## config.mk

```make
export PLATFORM = sky130hd
export DESIGN_NAME = pll_phase_step_arbiter
export DESIGN_NICKNAME = d
export VERILOG_FILES = /design/src/rtl/pll_phase_pkg.sv /design/src/rtl/pll_phase_rr_arb.sv /design/src/rtl/pll_phase_step_arbiter.sv
export SDC_FILE = /design/constraint.sdc
export NUM_CORES = 1
export LEC_CHECK = 0
export CORE_MARGIN = 4
export CORE_UTILIZATION = 52
export CTS_BUF_LIST = sky130_fd_sc_hd__clkbuf_8
export DETAILED_ROUTE_END_ITERATION = 8
export GPL_TIMING_DRIVEN = 0
export MAX_ROUTING_LAYER = met4
export PLACE_DENSITY_LB_ADDON = 0.05
export SYNTH_ARGS = -nofsm -noshare
export SYNTH_HDL_FRONTEND = slang
export SYNTH_HIERARCHICAL = 1
export SYNTH_SLANG_ARGS = --single-unit
```

## constraint.sdc

```tcl
create_clock -name clk_i -period 5.42 [get_ports clk_i]
set_input_delay 1.355 -clock clk_i [delete_from_list [all_inputs] [get_ports clk_i]]
set_output_delay 1.355 -clock clk_i [all_outputs]
set_load 0.01 [all_outputs]
```

## src/rtl/pll_phase_pkg.sv

```systemverilog
// Shared types and widths for the PLL phase-step arbiter.
package pll_phase_pkg;

  localparam int CNTSEL_W       = 5;
  localparam int STEPS_W        = 3;
  localparam int MAX_CNTSEL_DEF = 8;

  typedef enum logic [2:0] {
    ST_IDLE      = 3'd0,
    ST_SETUP     = 3'd1,
    ST_PULSE     = 3'd2,
    ST_WAIT_LOW  = 3'd3,
    ST_WAIT_HIGH = 3'd4,
    ST_DONE      = 3'd5,
    ST_GAP       = 3'd6
  } state_t;

endpackage

```

## src/rtl/pll_phase_rr_arb.sv

```systemverilog
// Combinational round-robin pick: first requester at or after the pointer, wrapping.
module pll_phase_rr_arb #(
  parameter int N_REQ = 4,
  parameter int PTR_W = 2
) (
  input  logic [N_REQ-1:0] i_req,
  input  logic [PTR_W-1:0] i_ptr,
  output logic [N_REQ-1:0] o_grant,
  output logic [PTR_W-1:0] o_idx,
  output logic             o_valid
);

  int               w_pos;
  logic [PTR_W-1:0] w_j;

  always_comb begin
    o_grant = '0;
    o_idx   = '0;
    o_valid = 1'b0;
    w_pos   = 0;
    w_j     = '0;
    for (int k = 0; k < N_REQ; k++) begin
      w_pos = int'(i_ptr) + k;
      if (w_pos >= N_REQ) w_pos = w_pos - N_REQ;
      w_j = PTR_W'(w_pos);
      if (!o_valid && i_req[w_j]) begin
        o_valid      = 1'b1;
        o_grant[w_j] = 1'b1;
        o_idx        = w_j;
      end
    end
  end

endmodule

```

## src/rtl/pll_phase_step_arbiter.sv

```systemverilog
// Shares the PLL dynamic phase-shift port between N_REQ requesters, round-robin.
// Optional phase_done watchdog: define PLL_PHASE_TIMEOUT_EN.
module pll_phase_step_arbiter
  import pll_phase_pkg::*;
#(
  parameter int N_REQ          = 4,
  parameter int EN_CYCLES      = 2,
  parameter int MAX_CNTSEL     = MAX_CNTSEL_DEF,
  parameter int GAP_CYCLES     = 2,
  parameter int TIMEOUT_CYCLES = 1024
) (
  input  logic                      clk_i,
  input  logic                      rst_n_i,
  input  logic [N_REQ-1:0]          req_i,
  input  logic [CNTSEL_W*N_REQ-1:0] cntsel_i,
  input  logic [N_REQ-1:0]          updn_i,
  input  logic [STEPS_W*N_REQ-1:0]  steps_i,
  output logic [N_REQ-1:0]          ack_o,
  output logic [N_REQ-1:0]          err_o,
  output logic                      busy_o,
  input  logic                      pll_locked_i,
  output logic                      pll_phase_en_o,
  output logic                      pll_updn_o,
  output logic [CNTSEL_W-1:0]       pll_cntsel_o,
  output logic [STEPS_W-1:0]        pll_num_shifts_o,
  input  logic                      pll_phase_done_i
);

  localparam int               PTR_W    = (N_REQ > 1) ? $clog2(N_REQ) : 1;
  localparam int               CNT_W    = 16;
  localparam logic [CNT_W-1:0] EN_LOAD  = CNT_W'(EN_CYCLES - 1);
  localparam logic [CNT_W-1:0] GAP_LOAD = CNT_W'(GAP_CYCLES - 1);

  state_t               r_state;
  logic [PTR_W-1:0]     r_ptr;
  logic [N_REQ-1:0]     r_grant;
  logic [CNTSEL_W-1:0]  r_cntsel;
  logic [STEPS_W-1:0]   r_steps;
  logic                 r_updn;
  logic [CNT_W-1:0]     r_cnt;
  logic [N_REQ-1:0]     r_ack;
  logic [N_REQ-1:0]     r_err;
  logic                 r_lock_s1, r_lock_s2;
  logic                 r_done_s1, r_done_s2;

  logic [N_REQ-1:0]     w_grant;
  logic [PTR_W-1:0]     w_idx;
  logic                 w_valid;
  logic [PTR_W-1:0]     w_ptr_next;
  logic [CNTSEL_W-1:0]  w_sel_cntsel;
  logic [STEPS_W-1:0]   w_sel_steps;
  logic                 w_sel_updn;
  logic                 w_illegal;
  logic                 w_waiting;
  logic                 w_tmo_hit;
  logic                 w_abort;
  logic                 w_drive;

  pll_phase_rr_arb #(.N_REQ(N_REQ), .PTR_W(PTR_W)) u_arb (
    .i_req   (req_i),
    .i_ptr   (r_ptr),
    .o_grant (w_grant),
    .o_idx   (w_idx),
    .o_valid (w_valid)
  );

  always_comb begin
    w_sel_cntsel = '0;
    w_sel_steps  = '0;
    w_sel_updn   = 1'b0;
    for (int k = 0; k < N_REQ; k++) begin
      if (w_grant[k]) begin
        w_sel_cntsel = cntsel_i[k*CNTSEL_W +: CNTSEL_W];
        w_sel_steps  = steps_i[k*STEPS_W +: STEPS_W];
        w_sel_updn   = updn_i[k];
      end
    end
  end

  assign w_illegal  = (w_sel_steps == '0) || (int'(w_sel_cntsel) > MAX_CNTSEL);
  assign w_ptr_next = (int'(w_idx) >= N_REQ - 1) ? '0 : w_idx + 1'b1;
  assign w_waiting  = (r_state == ST_WAIT_LOW) || (r_state == ST_WAIT_HIGH);

`ifdef PLL_PHASE_TIMEOUT_EN
  localparam int TMO_W = $clog2(TIMEOUT_CYCLES + 1);
  logic [TMO_W-1:0] r_tmo;

  always_ff @(posedge clk_i) begin
    if (!rst_n_i)                      r_tmo <= '0;
    else if (r_state == ST_PULSE)      r_tmo <= TMO_W'(TIMEOUT_CYCLES - 1);
    else if (w_waiting && r_tmo != '0) r_tmo <= r_tmo - 1'b1;
  end

  assign w_tmo_hit = w_waiting && (r_tmo == '0);
`else
  // Never fires: the limit is non-negative and no watchdog is built.
  assign w_tmo_hit = (TIMEOUT_CYCLES < 0);
`endif

  // Lock loss while the PLL is being driven (or the watchdog) ends the transaction with err.
  assign w_abort = ((r_state == ST_PULSE) || w_waiting) && (!r_lock_s2 || w_tmo_hit);

  always_ff @(posedge clk_i) begin
    if (!rst_n_i) begin
      r_state   <= ST_IDLE;
      r_ptr     <= '0;
      r_grant   <= '0;
      r_cntsel  <= '0;
      r_steps   <= '0;
      r_updn    <= 1'b0;
      r_cnt     <= '0;
      r_ack     <= '0;
      r_err     <= '0;
      r_lock_s1 <= 1'b0;
      r_lock_s2 <= 1'b0;
      r_done_s1 <= 1'b0;
      r_done_s2 <= 1'b0;
    end else begin
      r_lock_s1 <= pll_locked_i;
      r_lock_s2 <= r_lock_s1;
      r_done_s1 <= pll_phase_done_i;
      r_done_s2 <= r_done_s1;
      r_ack     <= '0;
      r_err     <= '0;
      if (w_abort) begin
        r_ack   <= r_grant;
        r_err   <= r_grant;
        r_state <= ST_GAP;
        r_cnt   <= GAP_LOAD;
      end else begin
        case (r_state)
          ST_IDLE: begin
            if (r_lock_s2 && w_valid) begin
              r_grant  <= w_grant;
              r_cntsel <= w_sel_cntsel;
              r_steps  <= w_sel_steps;
              r_updn   <= w_sel_updn;
              r_ptr    <= w_ptr_next;
              if (w_illegal) begin
                r_ack   <= w_grant;
                r_err   <= w_grant;
                r_state <= ST_GAP;
                r_cnt   <= GAP_LOAD;
              end else begin
                r_state <= ST_SETUP;
              end
            end
          end
          ST_SETUP: begin
            r_state <= ST_PULSE;
            r_cnt   <= EN_LOAD;
          end
          ST_PULSE: begin
            if (r_cnt == '0) r_state <= ST_WAIT_LOW;
            else             r_cnt   <= r_cnt - 1'b1;
          end
          ST_WAIT_LOW: begin
            if (!r_done_s2) r_state <= ST_WAIT_HIGH;
          end
          ST_WAIT_HIGH: begin
            if (r_done_s2) begin
              r_state <= ST_DONE;
              r_ack   <= r_grant;
            end
          end
          ST_DONE: begin
            r_state <= ST_GAP;
            r_cnt   <= GAP_LOAD;
          end
          ST_GAP: begin
            if (r_cnt == '0) r_state <= ST_IDLE;
            else             r_cnt   <= r_cnt - 1'b1;
          end
          default: r_state <= ST_IDLE;
        endcase
      end
    end
  end

  assign w_drive = r_state inside {ST_SETUP, ST_PULSE, ST_WAIT_LOW, ST_WAIT_HIGH, ST_DONE};

  assign ack_o            = r_ack;
  assign err_o            = r_err;
  assign busy_o           = (r_state != ST_IDLE);
  assign pll_phase_en_o   = (r_state == ST_PULSE) && r_lock_s2;
  assign pll_updn_o       = w_drive && r_updn;
  assign pll_cntsel_o     = w_drive ? r_cntsel : '0;
  assign pll_num_shifts_o = w_drive ? r_steps  : '0;

endmodule

```

==> results.json <==
{
  "status": "finished, final reports clean",
  "fillers": 452,
  "hold_viol": 0,
  "htreeDepth": 2,
  "rows": 26,
  "yosysSeqAreaShare": 0.325,
  "synth_xor_area_frac": 0.0247,
  "synth_compound_area_frac": 0.281,
  "placed_area_mm2": 0.00355,
  "hpwlAfterDp_um": 5660,
  "die_h_um": 81.9,
  "slew_viol_final": 0,
  "ys_ff_latch": 46,
  "timing.rr.end": "r_cnt[2]",
  "grt_pass1_vias": 2545,
  "netlist_instances": 338,
  "drive_gt1_frac": 0.0882,
  "routed_wirelength_um": 7170,
  "p_per_area_mw_per_mm2": 476,
  "synth_top_family_by_area": "compound AO/OA/AOI/OAI gates",
  "critPathCaptureType": "register",
  "period_needed_ns": 5.07,
  "syn_nets": 389,
  "synthDistinctLibCells": 60,
  "min_path_type": "reg -> reg",
  "max_freq_mhz": 197,
  "clk_pin_slew_worst_paths_ns": 0.09,
  "synth.avg_cell_area_um2": 8.40,
  "cp.arrival_ns": 5.27,
  "antenna_found_initial": 0,
  "ctsHoldBuffers": 0,
  "vias_per_cell": 5.61,
  "dp_cells": 470,
  "fin_util": 0.699,
  "synth_edf_count": 0,
  "firstDrtPassIters": 4,
  "gp_congestion": 0.942,
  "period_share": 0.935,
  "synth_ff_type": "dfxtp_1",
  "initial_utilization": 0.545,
  "diodes": 0,
  "fin_cells": 478,
  "insertion_delay_ns": 0.30,
  "hold_depth": 1,
  "netlist_area_mm2": 0.00284,
  "cts_sinks": 46,
  "io_pins": 63,
  "crit_chain": "clkdlybuf4s50_1 -> mux4_2 -> buf_6 -> and2b_2 -> a22oi_1 -> o21ai_0 -> clkbuf_1 -> a22oi_1 -> a31o_2 -> a21oi_2 -> nor2_1 -> o21ai_1 -> buf_2 -> nor2_1",
  "drv_cap": 0,
  "nNetsFinal": 458,
  "slowest_stage": "mux4_2",
  "multi_input_area_mm2": 0.00176,
  "synthMuxAreaShare": 0.0459,
  "wl_per_cell_um": 15.0,
  "ir_drop_mv": 0.292,
  "synth.most_common_cell": "dfxtp_1",
  "final.setup_skew_ns": 0.00888,
  "crit_fanout": 10,
  "synth_common_cells": "dfxtp_1, nand2_1, nor2_1, a21oi_1, o21ai_0",
  "hp-start": "r_done_s1",
  "timing.rr.start": "r_ptr[1]",
  "synth_fa_ha_area_frac": 0.0309,
  "rsz0062_at_grt": "false",
  "clock_path_buffers": 2,
  "final_area_mm2": 0.00364,
  "synth_top_area_frac": 0.325,
  "numCtsBuffers": 5,
  "grt_start_max_net_pins": 17,
  "synth_simple_gate_area_frac": 0.239,
  "critPathKind": "in -> reg",
  "io_buffers": 62,
  "hold_end": "r_done_s2",
  "cp.required_ns": 5.62,
  "die_w_um": 81.9,
  "ff_latch_area_um2": 921,
  "startpoint_type": "input pin",
  "tightest_slew_ns": 0.632,
  "track_usage": 0.232,
  "async_flop_share": 0,
  "synth_area_leaders": "dfxtp_1, a22oi_1, nand2_1",
  "ff2ff_setup_slack_ns": 1.02,
  "vias": 2683,
  "final_antenna_net_count": 0,
  "die_area_mm2": 0.00670,
  "synth_top_area_cell": "dfxtp_1",
  "cts_setup_buffers": 0,
  "grt_pass1_wl_um": 11900,
  "area_growth_pct": 28.2,
  "root_buffer": "clkbuf_8",
  "finalPower_w": 0.00173,
  "cts_resized": 0,
  "cp_slowest_stage_delay_ns": 0.51,
  "core_mm2": 0.00520,
  "setup_violations": 0,
  "grt.overflow.total": 0,
  "cts_tree": "yes",
  "yosysWarnings": 6,
  "drtIter0Drc": 148,
  "totalNegativeSetupSlack_ns": 0,
  "r2r_cells": 15,
  "maxSlewHeadroom": 0.577,
  "drc": 0,
  "p_leak_nw": 1.36
}
==> area by class of cell <==
cell class | count | area share
clock buffer | 5 | 0.0189
inverter | 17 | 0.0175
buffer | 18 | 0.0244
tap | 70 | 0.0241
timing repair buffer | 62 | 0.171
clock inverter | 3 | 0.00653
multi-input combinational | 257 | 0.485
sequential | 46 | 0.253
==> power breakdown <==
group	switching [W]	internal (W)	leakage, nW
sequential	0.0000693	0.000413	0.374
combinational	0.000586	0.000447	0.949
clock	0.000122	0.0000923	0.0408
==> placed cells by master (no fill, tap or decap), drive strengths merged, types with 3 or more instances in the layout <==
master	Yosys	final
a21boi	9	9
a21oi	24	24
a221o	3	3
a22o	8	8
a22oi	17	17
a31oi	3	3
and2	18	18
buf	7	7
clkbuf	11	16
clkdlybuf4s50	0	62
dfxtp	46	46
ha	7	7
inv	17	18
mux4	4	4
nand2	31	31
nand2b	3	3
nand3	5	5
nor2	25	25
nor2b	10	10
nor3	6	6
nor4	5	5
o211a	4	4
o211ai	5	5
o21ai	22	22
o22ai	5	5
or3	7	7
xor2	8	8
==> critical path, delay by kind of cell <==
kind / cells / cell delay (ns)
compound gates: 6 / 1.63
buf+inv: 4 / 1.35
mux: 1 / 0.51
simple gates: 3 / 0.40
==> routing by layer <==
layer	part of all wire	global-route usage	wire length, um	vias to the layer above
met3	0.028	0.0329	203	10
met5	0	-	0	-
met2	0.47	0.378	3390	56
met4	0.015	0.0532	107	0
met1	0.48	0.307	3480	1249
li1	-	-	-	1368
==> registers in the layout (all words and copies together), names as in the netlist <==
register / flops
r_done_s1: 1
r_done_s2: 1
r_cnt: 16
r_state: 3
r_lock_s1: 1
r_lock_s2: 1
err_o: 4
r_grant: 4
ack_o: 4
r_cntsel: 5
r_updn: 1
r_ptr: 2
r_steps: 3
==> metrics by stage <==
stage,worst slack [ns],hold slack (ns)
after CTS,0.385,0.452
after floorplan,1.24,0.412
after global routing,0.0798,0.461
final,0.351,0.448
after detailed placement,0.0695,0.428
after global placement,0.133,0.415
==> worst max path at each step <==
stage / start / slack (ns) / end
2_1_floorplan: req_i[2] / 1.24 / r_cnt[10]
3_3_place_gp: req_i[2] / 0.13 / r_cnt[15]
3_5_place_dp: req_i[2] / 0.07 / r_cnt[2]
4_1_cts: req_i[2] / 0.39 / r_cnt[2]
5_1_grt: req_i[2] / 0.08 / r_cnt[13]
6_report: req_i[2] / 0.35 / r_cnt[2]
==> cells by family (layout without fill, tap and decap cells) <==
kind of cell / after synthesis / after routing
multiplexers: 7 / 7
flip-flops: 46 / 46
buffers and inverters: 35 / 105
AO/OA/AOI/OAI: 114 / 114
XOR/XNOR: 8 / 8
AND/OR/NAND/NOR: 121 / 121
adder cells (fa/ha/maj): 7 / 7
Note: power is estimated with default switching activity, not from simulation.
==> patch 1: new RTL, same settings <==
`N_REQ` is set to 4 in 2 places; all go to 16.
--- a/src/rtl/pll_phase_rr_arb.sv
+++ b/src/rtl/pll_phase_rr_arb.sv
@@ -1,6 +1,6 @@
 // Combinational round-robin pick: first requester at or after the pointer, wrapping.
 module pll_phase_rr_arb #(
-  parameter int N_REQ = 4,
+  parameter int N_REQ = 16,
   parameter int PTR_W = 2
 ) (
   input  logic [N_REQ-1:0] i_req,
--- a/src/rtl/pll_phase_step_arbiter.sv
+++ b/src/rtl/pll_phase_step_arbiter.sv
@@ -3,7 +3,7 @@
 module pll_phase_step_arbiter
   import pll_phase_pkg::*;
 #(
-  parameter int N_REQ          = 4,
+  parameter int N_REQ          = 16,
   parameter int EN_CYCLES      = 2,
   parameter int MAX_CNTSEL     = MAX_CNTSEL_DEF,
   parameter int GAP_CYCLES     = 2,
Interface: changed (6 resized); port bits go from 63 to 207. The function was not compared with the original's and may differ.
==> patch 1 against the original RTL <==
  * Area after synthesis grew to 3.1 times the old value
  * The flow now stops in 5_1_grt
==> patch 1: results (changes against the original RTL) <==
| Metric | Value |
|---|---|
| Status | did not finish |
| Last stage reached | 5_1_grt |
| Tool error | [ERROR GRT-0232] Routing congestion too high. Check the congestion heatmap in the GUI. |
| Largest net degree at the start of global routing | 15 |
| CTS Sinks | 84 (+83%) |
| Initial antenna violation count | 14 |
| YS warnings | 6 (unchanged) |
| Post-DP HPWL | 32980 um (+480%) |
| Commonest cells post-synth | nand2_1, a21oi_1, dfxtp_1, clkbuf_1, nor2_1 |
| Max Root-Sink Buffers | 2 (unchanged) |
| Grt total ovfl | 1 |
| Count of input and output buffers | 206 (+230%) |
| Placed instance count | 1632 (+250%) |
| CTS Buf Count | 9 (+4) |
| Ys async rst share | 0 (unchanged) |
| Mapped Avg Cell Area | 7.412 um^2 (-12%) |
| Overall Global Routing Usage | 0.7434 |
| Placed cell area | 11540 um^2 (+230%) |
| H-Tree Depth | 3 (+1) |
| Seq/Total Area, Yosys | 0.1881 (-0.1364) |
| Root buffer cell | clkbuf_8 |
| Post-synth net total | 1385 (+260%) |
| Worst End Pin Type | register data pin |
| Routability cong. | 1.063 (+13%) |
| Row cnt | 47 (+81%) |
| Top cells by area, synth | dfxtp_1, nand2_1, mux4_2, a21oi_1, a22o_1 |
| GRT worst endpoint | r_cnt[3]$_SDFFE_PP0P_/D |
| Cell variety after synth | 91 (+52%) |
==> patch 1: repair_timing <==
item / CTS
endpoints found under the setup margin: 78
gates resized for setup: 248
cloned: 5
pin swaps: 82
setup buffers: 100
hold endpoints to repair: 0
==> patch 1: kinds of logic after synthesis <==
logic type / after synthesis / share of synthesized area
DFF: 84 / 0.1881
muxes: 68 / 0.1118
buffers and inverters: 148 / 0.06831
adders and majority gates: 15 / 0.02100
AOI/OAI and AO/OA: 397 / 0.3158
xor gates and xnor gates: 15 / 0.01470
and+or+nand+nor: 479 / 0.2802
==> patch 1: routing by layer <==
metal | global-route usage | overflow
met3 | 0.6166 | 0
met4 | 0.6998 | 1
met2 | 0.8814 | 0
met5 | - | -
met1 | 0.7249 | 0
==> patch 1: through the flow <==
step / worst slack (ns) / hold slack, ns
after CTS: -1.260 / 0.4603
after detailed placement: -2.924 / 0.4390
after global placement: -2.815 / 0.4180
after floorplan: -0.7367 / 0.4119
==> patch 2: new RTL, config.mk and constraints unchanged <==
Without the edit above. Register the output `pll_cntsel_o`, cleared by the reset; this adds one clock of latency there. The other outputs are not delayed to match.
--- a/src/rtl/pll_phase_step_arbiter.sv
+++ b/src/rtl/pll_phase_step_arbiter.sv
@@ -184,7 +184,13 @@
   assign busy_o           = (r_state != ST_IDLE);
   assign pll_phase_en_o   = (r_state == ST_PULSE) && r_lock_s2;
   assign pll_updn_o       = w_drive && r_updn;
-  assign pll_cntsel_o     = w_drive ? r_cntsel : '0;
+  always_ff @(posedge clk_i) begin
+    if (!rst_n_i) begin
+      pll_cntsel_o <= '0;
+    end else begin
+      pll_cntsel_o <= w_drive ? r_cntsel : '0;
+    end
+  end
   assign pll_num_shifts_o = w_drive ? r_steps  : '0;
 
 endmodule
Formal check against the unedited RTL: not equivalent (Yosys sat finds a counterexample within 4 cycles, from zero or initial values and one cycle with rst_n_i low).
==> patch 2 against the original RTL <==
  * Final area increased by 1.8%
  * Area after synthesis increased by 1.8%
  * Largest power group unchanged
  * Clock skew decreased by 0.0043 ns
  * Global-route usage increased by 0.17 points
  * Total power increased by 4.4%
  * Wire length increased by 2.4%
  * Sequential cell count increased by 5
  * Largest cell class unchanged
  * Worst setup slack got worse by 0.018 ns
==> patch 2: results (changes against the original RTL) <==
| Metric | Value |
|---|---|
| Vias per cell | 5.709 (+1.7%) |
| WL/cell | 15.15 um (+0.96%) |
| Met2 WL post-DR | 3506 um (+3.6%) |
| Placed cell area | 3587 um^2 (+1.2%) |
| Post-synthesis compound-gate area fraction | 0.2308 (-0.05047) |
| M1 GR Usage | 0.2848 (-0.02179) |
| Worst hold start | r_lock_s1 |
| Routability cong. | 0.9259 (-1.7%) |
| Post-synthesis xor/xnor area fraction | 0.04244 (+0.01775) |
| Critical path startpoint | req_i[3] |
| Commonest cells post-synth | dfxtp_1, nor2_1, nand2_1, inv_1 |
| Max VDD drop | 580.4 uV (+99%) |
| Seq/Total Area, Yosys | 0.3534 (+0.02888) |
| Met3 Wirelength | 450 um (+120%) |
| Count of input and output buffers | 61 (-1.6%) |
| Vias in the first global route | 2654 (+4.3%) |
| Fill count | 450 (-0.44%) |
| Initial DRC Count | 201 (+36%) |
| Worst r2r src | r_ptr[1] |
| Diode count | 0 (unchanged) |
| Reg power frac | 0.289 (+0.010) |
| Worst-Margin Slew | 0.6981 ns (+0.06588 ns) |
| Met2 GRT Util | 0.4038 (+0.02582) |
| Fin nets | 465 (+1.5%) |
| CTS Buf Count | 5 (unchanged) |
| Clock Power | 274 uW (+27%) |
| Mux share of post-synthesis cell area | 0.05240 (+0.006548) |
| CP max-delay cell | o31ai_1 |
| Worst clock skew | 0.004550 ns (-0.004326 ns) |
| CP max stage delay | 0.59 ns (+0.08 ns) |
| Final Non-Filler Cells | 485 (+1.5%) |
| Post-synth net total | 397 (+2.1%) |
| Psw | 795.3 uW (+2.3%) |
| Overall Global Routing Usage | 0.2341 (+0.001678) |
| Dominant synthesized flop cell | dfxtp_1 |
| Largest net degree at the start of global routing | 18 (+1) |
| Met1 WL | 3301 um (-5.1%) |
| Largest registers | r_cnt x16, pll_cntsel_o x5, r_cntsel x5 |
| Critical Path AT | 5.27 ns (about the same) |
| YS warnings | 6 (unchanged) |
| Placed instance count | 477 (+1.5%) |
| Leak | 0.001350 uW (-0.99%) |
| Placement Setup Slack | -0.05488 ns (-0.1244 ns) |
| First-pass GRT wire length | 12100 um (+2.1%) |
| Pre-antenna DRT Iters | 4 (unchanged) |
| Mapped Avg Cell Area | 8.350 um^2 (-0.55%) |
| GR Util met3 | 0.03905 (+0.006151) |
| Post-DP HPWL | 5454 um (-3.7%) |
| Switch share | 0.4402 (-0.009149) |
| Layout cells sized above 1 | 0.06024 (-0.02799) |
| Status | complete, no violations |
| Top cells by area, synth | dfxtp_1, nor2_1, nand2_1, a22oi_1, xnor2_1 |
| Synthesized-area fraction occupied by adder cells | 0.03032 (-0.0005480) |
| Largest family of logic cells by synthesized area | simple AND/OR/NAND/NOR gates |
| Cell variety after synth | 56 (-6.7%) |
[patch 2: cell types whose count changed after synthesis, moves of 7 or more]
cell,unedited run,this run
a21oi_1,22,14
xnor2_1,0,12
o21ai_0,20,13
and2_1,17,9
nor2_1,24,35
[patch 2: worst paths after layout]
kind | slack (ns) | endpoint | depth (start not counted)
min reg2reg | 0.44 | r_lock_s2 | 1
min | 0.44 | r_lock_s2 | 1
max | 0.33 | err_o[3] | 12
max reg2reg | 0.95 | r_cnt[13] | 15
[patch 2: area by class of cell]
cell class / instances / area [um^2] / area share
Sequential cell: 51 / 1021 / 0.2757
Buffer: 21 / 96.34 / 0.02601
Clock buffer: 5 / 68.82 / 0.01858
Clock inverter: 3 / 47.55 / 0.01284
Timing Repair Buffer: 61 / 610.6 / 0.1649
Inverter: 16 / 60.06 / 0.01622
Tap cell: 70 / 87.58 / 0.02365
Multi-Input combinational cell: 258 / 1712 / 0.4622
